## src/rtl/uart_arb_pkg.sv

```systemverilog
// Shared definitions for the UART transmit arbiter.
//   - arb_state_e  : sequencer state encoding (IDLE, LAUNCH, WAIT_BUSY, WAIT_DONE)
//   - TxStatusIdle : TX_STATUS level meaning the sender is idle
//   - PortCpu/PortDbg : requester port indices
package uart_arb_pkg;

   typedef enum logic [1:0] {
      StIdle     = 2'd0,
      StLaunch   = 2'd1,
      StWaitBusy = 2'd2,
      StWaitDone = 2'd3
   } arb_state_e;

   localparam logic TxStatusIdle = 1'b1;

   localparam logic PortCpu = 1'b0;  // CPU peripheral-write path
   localparam logic PortDbg = 1'b1;  // hardware debug/result dumper

endpackage

```

## src/rtl/uart_arb_fifo.sv

```systemverilog
// Synchronous FIFO buffering port-0 bytes in front of the arbiter.
// Only instantiated when UART_ARB_FIFO_EN is defined.
// Ports:
//   clk_i, reset_i     : clock, synchronous active-high reset (empties the FIFO)
//   push_i/push_data_i : write request and data (ignored when full)
//   pop_i              : remove head (ignored when empty)
//   pop_data_o         : head entry, valid when !empty_o
//   full_o, empty_o    : occupancy flags
//   count_o            : number of stored entries
module uart_arb_fifo #(
   parameter int unsigned Depth = 8,
   parameter int unsigned Width = 8
) (
   input  logic                     clk_i,
   input  logic                     reset_i,
   input  logic                     push_i,
   input  logic [Width-1:0]         push_data_i,
   input  logic                     pop_i,
   output logic [Width-1:0]         pop_data_o,
   output logic                     full_o,
   output logic                     empty_o,
   output logic [$clog2(Depth):0]   count_o
);

   localparam int unsigned PtrW = $clog2(Depth);
   localparam int unsigned CntW = PtrW + 1;

   logic [Width-1:0] mem_q [Depth];
   logic [PtrW-1:0]  wr_ptr_q, wr_ptr_d;
   logic [PtrW-1:0]  rd_ptr_q, rd_ptr_d;
   logic [CntW-1:0]  count_q, count_d;
   logic             push_eff, pop_eff;

   assign full_o     = (count_q == CntW'(Depth));
   assign empty_o    = (count_q == '0);
   assign count_o    = count_q;
   assign pop_data_o = mem_q[rd_ptr_q];

   // Push is dropped when full, so push+pop on a full FIFO reduces to pop only.
   assign push_eff = push_i & ~full_o;
   assign pop_eff  = pop_i & ~empty_o;

   always_comb begin
      wr_ptr_d = wr_ptr_q;
      rd_ptr_d = rd_ptr_q;
      count_d  = count_q;
      if (push_eff) wr_ptr_d = wr_ptr_q + 1'b1;  // power-of-2 depth: wraps naturally
      if (pop_eff)  rd_ptr_d = rd_ptr_q + 1'b1;
      if (push_eff && !pop_eff) count_d = count_q + 1'b1;
      if (pop_eff && !push_eff) count_d = count_q - 1'b1;
   end

   always_ff @(posedge clk_i) begin
      if (reset_i) begin
         wr_ptr_q <= '0;
         rd_ptr_q <= '0;
         count_q  <= '0;
      end else begin
         wr_ptr_q <= wr_ptr_d;
         rd_ptr_q <= rd_ptr_d;
         count_q  <= count_d;
      end
   end

   always_ff @(posedge clk_i) begin
      if (push_eff) mem_q[wr_ptr_q] <= push_data_i;
   end

endmodule

```

## src/rtl/uart_tx_arbiter.sv

```systemverilog
// Shares one UART transmitter between two byte requesters with round-robin arbitration.
// Each granted byte is launched with a one-cycle TX_EN pulse; the sequencer then waits for
// TX_STATUS to go busy and back to idle, aborting with a sticky timeout_err if busy never shows.
// Ports:
//   clk, reset                       : clock, synchronous active-high reset
//   req0_valid/req0_data/req0_ready  : port 0 (CPU) byte handshake
//   req1_valid/req1_data/req1_ready  : port 1 (debug dumper) byte handshake
//   TX_STATUS                        : sender status, 1 = idle, 0 = busy
//   TX_EN, TX_DATA                   : launch pulse and byte to sender
//   grant_id                         : port of most recent grant
//   busy                             : sequencer not idle
//   timeout_err, err_clr             : sticky launch timeout flag and its clear
// Build option: define UART_ARB_FIFO_EN to buffer port 0 in a FIFO_DEPTH-entry FIFO.
module uart_tx_arbiter
   import uart_arb_pkg::*;
#(
   parameter int unsigned BUSY_TIMEOUT = 16,
   parameter int unsigned FIFO_DEPTH   = 8
) (
   input  logic       clk,
   input  logic       reset,
   input  logic       req0_valid,
   input  logic [7:0] req0_data,
   output logic       req0_ready,
   input  logic       req1_valid,
   input  logic [7:0] req1_data,
   output logic       req1_ready,
   input  logic       TX_STATUS,
   output logic       TX_EN,
   output logic [7:0] TX_DATA,
   output logic       grant_id,
   output logic       busy,
   output logic       timeout_err,
   input  logic       err_clr
);

   localparam int unsigned CntW = $clog2(BUSY_TIMEOUT);
   localparam logic [CntW-1:0] CntMax = CntW'(BUSY_TIMEOUT - 1);

   arb_state_e      state_q, state_d;
   logic            tx_en_q, tx_en_d;
   logic [7:0]      tx_data_q, tx_data_d;
   logic            grant_id_q, grant_id_d;
   logic            rr_q, rr_d;        // port favoured when both request
   logic [CntW-1:0] cnt_q, cnt_d;
   logic            err_q, err_d;

   logic            src0_valid;
   logic [7:0]      src0_data;
   logic            grant0, grant1;

`ifdef UART_ARB_FIFO_EN
   logic       fifo_full, fifo_empty;
   logic [7:0] fifo_data;

   uart_arb_fifo #(
      .Depth (FIFO_DEPTH),
      .Width (8)
   ) u_fifo (
      .clk_i       (clk),
      .reset_i     (reset),
      .push_i      (req0_valid),
      .push_data_i (req0_data),
      .pop_i       (grant0),
      .pop_data_o  (fifo_data),
      .full_o      (fifo_full),
      .empty_o     (fifo_empty),
      .count_o     ()
   );

   // No bypass: a byte pushed this cycle is only visible at the head next cycle.
   assign src0_valid = ~fifo_empty;
   assign src0_data  = fifo_data;
   assign req0_ready = ~fifo_full;
`else
   assign src0_valid = req0_valid;
   assign src0_data  = req0_data;
   assign req0_ready = grant0;
`endif

   assign req1_ready = grant1;

   always_comb begin
      grant0 = 1'b0;
      grant1 = 1'b0;
      if (state_q == StIdle && TX_STATUS == TxStatusIdle) begin
         if (src0_valid && req1_valid) begin
            if (rr_q == PortCpu) grant0 = 1'b1;
            else                 grant1 = 1'b1;
         end else if (src0_valid) begin
            grant0 = 1'b1;
         end else if (req1_valid) begin
            grant1 = 1'b1;
         end
      end
   end

   always_comb begin
      logic err_set;
      err_set    = 1'b0;
      state_d    = state_q;
      tx_en_d    = 1'b0;
      tx_data_d  = tx_data_q;
      grant_id_d = grant_id_q;
      rr_d       = rr_q;
      cnt_d      = cnt_q;
      unique case (state_q)
         StIdle: begin
            if (grant0 || grant1) begin
               tx_en_d    = 1'b1;  // registered, so the pulse lands in LAUNCH
               tx_data_d  = grant1 ? req1_data : src0_data;
               grant_id_d = grant1 ? PortDbg : PortCpu;
               rr_d       = grant1 ? PortCpu : PortDbg;
               state_d    = StLaunch;
            end
         end
         StLaunch: begin
            cnt_d   = '0;
            state_d = StWaitBusy;
         end
         StWaitBusy: begin
            if (TX_STATUS != TxStatusIdle) begin
               state_d = StWaitDone;
            end else if (cnt_q == CntMax) begin
               err_set = 1'b1;
               state_d = StIdle;
            end else begin
               cnt_d = cnt_q + 1'b1;  // never passes CntMax, so no wrap
            end
         end
         StWaitDone: begin
            if (TX_STATUS == TxStatusIdle) state_d = StIdle;
         end
         default: state_d = StIdle;
      endcase
      // Set has priority over clear.
      err_d = err_set ? 1'b1 : (err_clr ? 1'b0 : err_q);
   end

   always_ff @(posedge clk) begin
      if (reset) begin
         state_q    <= StIdle;
         tx_en_q    <= 1'b0;
         tx_data_q  <= 8'h00;
         grant_id_q <= PortCpu;
         rr_q       <= PortCpu;
         cnt_q      <= '0;
         err_q      <= 1'b0;
      end else begin
         state_q    <= state_d;
         tx_en_q    <= tx_en_d;
         tx_data_q  <= tx_data_d;
         grant_id_q <= grant_id_d;
         rr_q       <= rr_d;
         cnt_q      <= cnt_d;
         err_q      <= err_d;
      end
   end

   assign TX_EN       = tx_en_q;
   assign TX_DATA     = tx_data_q;
   assign grant_id    = grant_id_q;
   assign busy        = (state_q != StIdle);
   assign timeout_err = err_q;

endmodule

```

## config.mk

```make
export PLATFORM = sky130hd
export DESIGN_NAME = uart_tx_arbiter
export DESIGN_NICKNAME = d
export VERILOG_FILES = /design/src/rtl/uart_arb_pkg.sv /design/src/rtl/uart_arb_fifo.sv /design/src/rtl/uart_tx_arbiter.sv
export SDC_FILE = /design/constraint.sdc
export NUM_CORES = 1
export LEC_CHECK = 0
export CAP_MARGIN = 25
export CORE_MARGIN = 8
export CORE_UTILIZATION = 26
export CTS_BUF_LIST = sky130_fd_sc_hd__clkbuf_16
export CTS_CLUSTER_SIZE = 24
export DETAILED_ROUTE_END_ITERATION = 16
export GPL_ROUTABILITY_DRIVEN = 0
export PLACE_DENSITY = 0.64
export SYNTH_ARGS = -nofsm -noshare
export SYNTH_HDL_FRONTEND = slang
export SYNTH_SLANG_ARGS = --single-unit
```

## constraint.sdc

```tcl
create_clock -name clk -period 2.2 [get_ports clk]
set_input_delay 0.44 -clock clk [delete_from_list [all_inputs] [get_ports clk]]
set_output_delay 0.44 -clock clk [all_outputs]
set_load 0.01 [all_outputs]
```

### After elaboration in Yosys (flattened, before gate mapping)

Index checks and enable logic that the tools add are counted.

* bits in latches: 0
* memory bits (read-only): 0
* register bits after elaboration: 18
* input bits: 22
* bits in writable memories: 0
* memories kept: 0

* order comparisons: 0
* divide/modulo/power cells: 0
* shift-type cells: 0
* bitwise operators: 1
* multipliers: 0
* add/subtract/negate cells: 1
* mux-type cells: 26
* reduce and logical (&&, ||, !) cells: 11
* equal/unequal tests: 9

Operator list (number)
* 1-bit 2-to-1 mux: 17
* 2-bit 2-to-1 mux: 4
* 4-bit 2-to-1 mux: 2
* 8-bit 2-to-1 mux: 1
* 2-bit one-hot mux with 4 select lines: 1
* 4-bit one-hot mux with 2 select lines: 1
* 2-bit inequality test, second input constant: 3
* 3-bit AND reduction: 2
* 2-bit nonzero test: 3
* 4-bit by 1-bit adder with 4-bit output, second input constant: 1
* 2-bit == test, second input constant: 2
* 4-bit == test, second input constant: 1
* 3-bit inequality test, second input constant: 1
* 2-bit by 1-bit == test with 1-bit output, second input constant: 1
* 1-bit logical AND: 2
* 2-bit logical NOT: 1
* 2-bit by 1-bit inequality test with 1-bit output, second input constant: 1
* 2-bit AND reduction: 1
* 2-bit OR reduction: 1
* 1-bit logical OR: 1
* 1-bit inverter: 1

### Depth between registers and ports, before layout

Gate-level depths: netlist of run 1.

* depth in word-level cells: 7
* mapped depth: 5
* depth with buffers taken out: 4

### Least setup slack after synthesis of run 1

Ideal clock, no wire load.

* path type: input port to output port
* from: in TX_STATUS
* to: out req0_ready
* path buffers: 1
* arrival time: 1.044 ns
* slack: 0.716 ns
* data required time: 1.760 ns
* stages on the path: 4
* path through: nor3b_2 -> buf_2 -> nand3_1 -> inv_1

* cells in the longest elaborated chain, start to end: 2

RTL lines
* start, declared: RTL line uart_tx_arbiter.sv:28 `input logic TX_STATUS,`
* 1-bit logical AND: RTL line uart_tx_arbiter.sv:86 `if (state_q == StIdle && TX_STATUS == TxStatusIdle) begin`
* 1-bit 2-to-1 mux: RTL line uart_tx_arbiter.sv:86
* end, declared: RTL line uart_tx_arbiter.sv:24 `output logic req0_ready,`

Every way passes these cells.

### Worst setup path after layout of run 1

* from: in TX_STATUS
* to: out req1_ready

* cells in the longest elaborated chain, start to end: 2

RTL lines
* 1-bit logical AND: RTL line uart_tx_arbiter.sv:86
* 1-bit 2-to-1 mux: RTL line uart_tx_arbiter.sv:86
* end, declared: RTL line uart_tx_arbiter.sv:27 `output logic req1_ready,`

Every way passes these cells.

==> results of run 1 <==
## worst max-delay path, stage by stage
cell and delay [ns]:
sky130_fd_sc_hd__clkdlybuf4s50_1 0.49, sky130_fd_sc_hd__nor3b_4 0.20, sky130_fd_sc_hd__buf_4 0.15, sky130_fd_sc_hd__nand3_1 0.10, sky130_fd_sc_hd__inv_1 0.06, sky130_fd_sc_hd__dlygate4sd2_1 0.26
## cells in the final DEF, fill, tap and decap left out, drive strengths merged, types with 4 or more instances in the layout
master and n:
a21oi 14, a221o 7, nand2b 8, clkdlybuf4s50 33
nor2 4, dfxtp 18, inv 4, buf 6
## flip-flops by register name, indices dropped and copies added, names as in the netlist
signal / cells
cnt_q: 4
grant_id: 1
rr_q: 1
state_q: 2
TX_DATA: 8
timeout_err: 1
TX_EN: 1
## power by group through the flow
| stage | logic [mW] | clock network (mW) | registers, mW |
|---|---|---|---|
| after floorplan | 0.0883 | 0 | 0.381 |
| after global placement | 0.204 | 0 | 0.377 |
| after detailed placement | 0.207 | 0 | 0.378 |
| after CTS | 0.213 | 0.378 | 0.372 |
| after global routing | 0.227 | 0.388 | 0.376 |
| final | 0.211 | 0.375 | 0.372 |
## cells by family (layout without fill, tap and decap cells)
logic type / Yosys count / count (layout)
AO/OA/AOI/OAI: 32 / 32
adder cells (fa/ha/maj): 1 / 1
flip-flops: 18 / 18
buffers and inverters: 10 / 49
AND/OR/NAND/NOR: 37 / 37
## final timing paths
kind / slack (ns) / cells after the start / start / to
setup reg to reg: 0.57 / 5 / state_q[1] / TX_DATA[3]
setup / recovery: 0.05 / 6 / TX_STATUS / req1_ready
hold / removal: 0.48 / 2 / grant_id / grant_id
hold reg to reg: 0.48 / 2 / grant_id / grant_id
## Yosys cell counts
library cell / number / share of area
sky130_fd_sc_hd__dfxtp_1: 18 / 0.41
sky130_fd_sc_hd__a21oi_1: 14 / 0.079
sky130_fd_sc_hd__nand2b_1: 8 / 0.056
sky130_fd_sc_hd__a221o_1: 7 / 0.079
sky130_fd_sc_hd__inv_1: 4 / 0.017
sky130_fd_sc_hd__nor2_1: 4 / 0.017
sky130_fd_sc_hd__clkbuf_1: 3 / 0.013
sky130_fd_sc_hd__nand3_1: 3 / 0.017
sky130_fd_sc_hd__o31ai_1: 3 / 0.025
sky130_fd_sc_hd__or3_1: 3 / 0.021
sky130_fd_sc_hd__a211oi_1: 2 / 0.017
sky130_fd_sc_hd__buf_2: 2 / 0.011
sky130_fd_sc_hd__nand2_1: 2 / 0.0085
sky130_fd_sc_hd__nand3b_1: 2 / 0.017
sky130_fd_sc_hd__nor2b_1: 2 / 0.014
sky130_fd_sc_hd__o211ai_1: 2 / 0.017
sky130_fd_sc_hd__o21ai_0: 2 / 0.011
sky130_fd_sc_hd__or2_2: 2 / 0.014
sky130_fd_sc_hd__or2b_1: 2 / 0.017
sky130_fd_sc_hd__a311oi_1: 1 / 0.0099
sky130_fd_sc_hd__a31oi_1: 1 / 0.0071
sky130_fd_sc_hd__and2b_2: 1 / 0.0099
sky130_fd_sc_hd__and3_1: 1 / 0.0071
sky130_fd_sc_hd__and3b_2: 1 / 0.011
sky130_fd_sc_hd__and4b_1: 1 / 0.011
sky130_fd_sc_hd__buf_1: 1 / 0.0042
sky130_fd_sc_hd__ha_1: 1 / 0.014
sky130_fd_sc_hd__nand4_1: 1 / 0.0071
sky130_fd_sc_hd__nor3b_2: 1 / 0.014
sky130_fd_sc_hd__nor4_4: 1 / 0.024
sky130_fd_sc_hd__or3b_2: 1 / 0.0099
sky130_fd_sc_hd__or3b_4: 1 / 0.013
## layer usage
metal | part of all wire | vias to the layer above | track usage
met1 | 0.39 | 421 | 0.0996
met5 | 0 | - | 0
met4 | 0.016 | 0 | 0.0543
met3 | 0.074 | 4 | 0.0364
li1 | - | 441 | -
met2 | 0.52 | 25 | 0.174
## what timing repair did
action / 4_1_cts / 5_1_grt
hold buffers: 0 / 0
hold endpoints to repair: 0 / 0
setup endpoints to repair: 2 / 0
buffers inserted: 1 / 0
resized for setup: 3 / 0
## area by class of cell
class                           instances  area, µm²  share of cell area
Multi-Input combinational cell         70        493               0.353
Timing Repair Buffer                   41        393               0.281
Sequential cell                        18        360               0.258
Clock buffer                            3       75.1              0.0537
Tap cell                               46       57.6              0.0412
Inverter                                4       15.0              0.0107
Clock inverter                          1       3.75             0.00269
==> metrics.yaml, run 1 <==
dr.first_iter.drc_count: 46
cts_tree: "yes"
finalMaxSlewViolations: 0
filler_cell_count: 342
power.clock.fraction: 0.391
critPathMaxFanout: 3
floorplan.die.height_um: 74.4
grt_start_max_net_pins: 20
postSynthAreaPerCell_um2: 9.05
vias_per_cell: 4.87
portBuffers: 35
detail_route.first_pass.iterations: 4
switching_share: 0.252
post_dp_hpwl_mm: 2.01
path_class: "in2out"
totalWireLength_mm: 2.65
post-route-drc-count: 0
synth_xor_xnor_area_share: 0
pwr-share-seq: 0.388
first_pass_grt_wire_length_mm: 4.27
overflow: 0
synth_compound_gate_area_share: 0.245
synth.net_count: 121
power_per_cell_area_mw_per_mm2: 686
total_negative_setup_slack_ns: 0
synth_mux_area_frac: 0
net-switching-power_uw: 241
combinational_family_with_the_most_area_after_synthesis: "simple AND/OR/NAND/NOR gates"
num_vias: 891
tightestPinTransition_ns: 0.459
dieArea_mm2: 0.00554
dp_cells: 178
cp-start-kind: "primary input"
chipWidth_um: 74.4
fmax_mhz: 466
report.final.hold_viol_count: 0
diodes: 0
instances_no_fill: 183
worstPathArrival_ns: 1.71
synthAdderAreaFrac: 0.0141
max_cap_viol_count: 0
clockBufferDepth: 2
timing.final.crit_period_ns: 2.15
grt_pass1_vias: 974
run_status: "finished, final reports clean"
clkTransAtPathRegs_ns: 0.05
final_critical_path_setup_slack_ns: 0.0539
yosys.cell_types.count: 32
synthSimpleGateAreaFrac: 0.289
insertion_delay_ns: 0.25
drt_wl_cell_um: 14.5
synthToLayoutAreaGrowth_pct: 57.5
min_path_type: "reg2reg"
postSynthRegisterBits: 18
ctsRootBufferMaster: "sky130_fd_sc_hd__clkbuf_16"
critPathCaptureType: "output pin"
totalPowerFinal_uw: 958
num-nets-final: 161
power.leakage_nw: 0.529
yosysWarningCount: 0
hold_slack_ns: 0.482
postLayoutCoreUtil: 0.422
timing.critical_path.required_ns: 1.76
detail-route-antenna-nets: 0
setup_viol: 0
placement_rows: 21
min_period_over_period: 0.975
grt_antenna_before_repair: 0
cts_max_level: 1
post_synth_instance_area_um2: 887
top_level_ports: 36
power_internal_uw: 717
combinationalPowerShare: 0.220
pre_cts_slack_ns: -0.178
post_dp_cell_area_mm2: 0.00131
drive_gt1_frac: 0.124
final.setup_skew_ns: 0.000633
floorplan.initialDensity: 0.268
netlist_instances: 98
clock_sinks: 18
cts_made_buffers: 3
slew_headroom: 0.691
grt_total_usage: 0.0994
max-vdd-ir-drop_mv: 0.285
synth.yosys.seq_area_share: 0.406
rsz0062_at_grt: "no"
stdcell_area_mm2: 0.00140
core_mm2: 0.00331
Note: power is estimated with default switching activity, not from simulation.
==> run 2: changes to the inputs <==
--- a/config.mk
+++ b/config.mk
@@ -12,7 +12,7 @@
 export CTS_CLUSTER_SIZE = 24
 export DETAILED_ROUTE_END_ITERATION = 16
 export GPL_ROUTABILITY_DRIVEN = 0
-export PLACE_DENSITY = 0.64
+export PLACE_DENSITY = 0.66
 export SYNTH_ARGS = -nofsm -noshare
 export SYNTH_HDL_FRONTEND = slang
 export SYNTH_SLANG_ARGS = --single-unit
==> constraint.sdc (replaced) <==
create_clock -name clk -period 1.7 [get_ports clk]
set_input_delay 0.34 -clock clk [delete_from_list [all_inputs] [get_ports clk]]
set_output_delay 0.34 -clock clk [all_outputs]
set_load 0.01 [all_outputs]
==> metrics.yaml, run 2 (synthesis results as in run 1) <==
run_status: "finished, final reports clean"
cts_tree: "yes"
grt_total_usage: 0.101  # +0.00193
core_mm2: 0.00331  # unchanged
clkTransAtPathRegs_ns: 0.05  # about the same
vias_per_cell: 4.78  # -1.7%
cts_max_level: 1  # unchanged
pre_cts_slack_ns: -0.538  # -0.360 ns
num_vias: 933  # +4.7%
grt_pass1_vias: 963  # -1.1%
max-vdd-ir-drop_mv: 0.374  # +31%
timing.critical_path.required_ns: 1.36  # -0.40 ns
timing.final.crit_period_ns: 1.64
detail_route.first_pass.iterations: 4  # unchanged
mostFrequentLayoutCell: "sky130_fd_sc_hd__clkdlybuf4s50_1"
path_class: "reg2out"
overflow: 0  # unchanged
clockBufferDepth: 2  # unchanged
critPathCaptureType: "output pin"
floorplan.die.height_um: 74.4  # unchanged
chipWidth_um: 74.4  # unchanged
cts_made_buffers: 3  # unchanged
post-route-drc-count: 0  # unchanged
drt_wl_cell_um: 14.2  # -1.9%
totalWireLength_mm: 2.77  # +4.5%
report.final.hold_viol_count: 0  # unchanged
min_period_over_period: 0.966
rsz0062_at_grt: "no"
num-nets-final: 173  # +7.5%
slew_headroom: 0.817  # +0.126
min_path_type: "in2reg"
finalMaxSlewViolations: 0  # unchanged
worstPathArrival_ns: 1.30  # -0.41 ns
cp-start-kind: "register"
setup_viol: 0  # unchanged
clock_sinks: 18  # unchanged
final.setup_skew_ns: 0.00420  # +0.00357 ns
top_level_ports: 36  # unchanged
power.leakage_nw: 0.595  # +12%
placement_rows: 21  # unchanged
portBuffers: 35  # unchanged
ctsRootBufferMaster: "sky130_fd_sc_hd__clkbuf_16"
area.sequential_um2: 360  # unchanged
synthToLayoutAreaGrowth_pct: 68.3
fmax_mhz: 609
filler_cell_count: 335  # -2.0%
insertion_delay_ns: 0.25  # about the same
power_per_cell_area_mw_per_mm2: 846  # +23%
grt_start_max_net_pins: 11  # -45%
dieArea_mm2: 0.00554  # unchanged
final_cell_mix: "sky130_fd_sc_hd__clkdlybuf4s50_1 (30), sky130_fd_sc_hd__dfxtp_1 (18), sky130_fd_sc_hd__buf_4 (18)"
detail-route-antenna-nets: 0  # unchanged
max_cap_viol_count: 0  # unchanged
critPathMaxFanout: 7  # +4
largest_register_ff_count: 8  # unchanged
dr.first_iter.drc_count: 51  # +11%
final_critical_path_setup_slack_ns: 0.0570  # +0.00312 ns
diodes: 0  # unchanged
multi_input_area_um2: 499  # +1.3%
grt_antenna_before_repair: 0  # unchanged
drive_gt1_frac: 0.221  # +0.0974
first_pass_grt_wire_length_mm: 4.37  # +2.2%
tightestPinTransition_ns: 0.273  # -0.186 ns
post_dp_hpwl_mm: 2.28  # +13%
floorplan.initialDensity: 0.268  # unchanged
postLayoutCoreUtil: 0.451  # +0.0287
[run 2: cell count changes in the layout (fill, tap and decap cells not counted), sizes merged]
cell / previous run / this run
buf: 6 / 19
clkdlybuf4s50: 33 / 30
clkdlybuf4s15: 0 / 1
dlymetal6s2s: 0 / 1
[run 2: final cells by class]
type,count,share of cell area
Tap cell,46,0.0386
Clock inverter,1,0.00251
Clock buffer,3,0.0503
Multi-Input combinational cell,70,0.334
Sequential cell,18,0.241
Timing Repair Buffer,53,0.323
Inverter,4,0.0101
[run 2: where the power goes]
group          switching [mW]  internal, mW  total [mW]
combinational           0.125         0.185       0.310
sequential             0.0214         0.453       0.475
clock                   0.165         0.313       0.478
total                   0.311         0.951        1.26
[run 2: worst max-delay path: stages, from the launching register on]
cell	delay, ns
sky130_fd_sc_hd__dfxtp_1	0.33
sky130_fd_sc_hd__buf_4	0.15
sky130_fd_sc_hd__or2_2	0.28
sky130_fd_sc_hd__dlygate4sd2_1	0.28
[run 2: through the flow]
step / power, mW / hold WS (ns) / instances / area [µm²] / TNS, ns
4_1_cts: 1.28 / 0.513 / 195 / 1490 / 0
6_report: 1.26 / 0.451 / 195 / 1490 / 0
2_1_floorplan: 0.607 / 0.463 / 98 / 887 / 0
3_5_place_dp: 0.787 / 0.504 / 189 / 1390 / -3.41
5_1_grt: 1.32 / 0.466 / 195 / 1490 / 0
3_3_place_gp: 0.779 / 0.475 / 189 / 1390 / -2.80
[run 2: metal layers]
metal / global-route usage / vias to the layer above / share of wire
li1: - / 466 / -
met1: 0.106 / 440 / 0.40
met2: 0.191 / 23 / 0.55
met3: 0.0296 / 4 / 0.041
met4: 0.0261 / 0 / 0.016
met5: 0 / - / 0
[run 2: path summary, 6_finish.rpt]
path | from | endpoint | slack (ns) | cells past startpoint
hold reg to reg | grant_id | grant_id | 0.51 | 2
setup reg to reg | state_q[1] | TX_DATA[4] | 0.16 | 6
setup / recovery | state_q[0] | busy | 0.06 | 3
hold / removal | req1_valid | grant_id | 0.45 | 3
[run 2: timing repair]
| item | 4_1_cts | 5_1_grt |
|---|---|---|
| hold buffers | 0 | 0 |
| setup buffers | 2 | 0 |
| setup endpoints to repair | 3 | 1 |
| pin swaps | 7 | 0 |
| gates resized for setup | 12 | 1 |
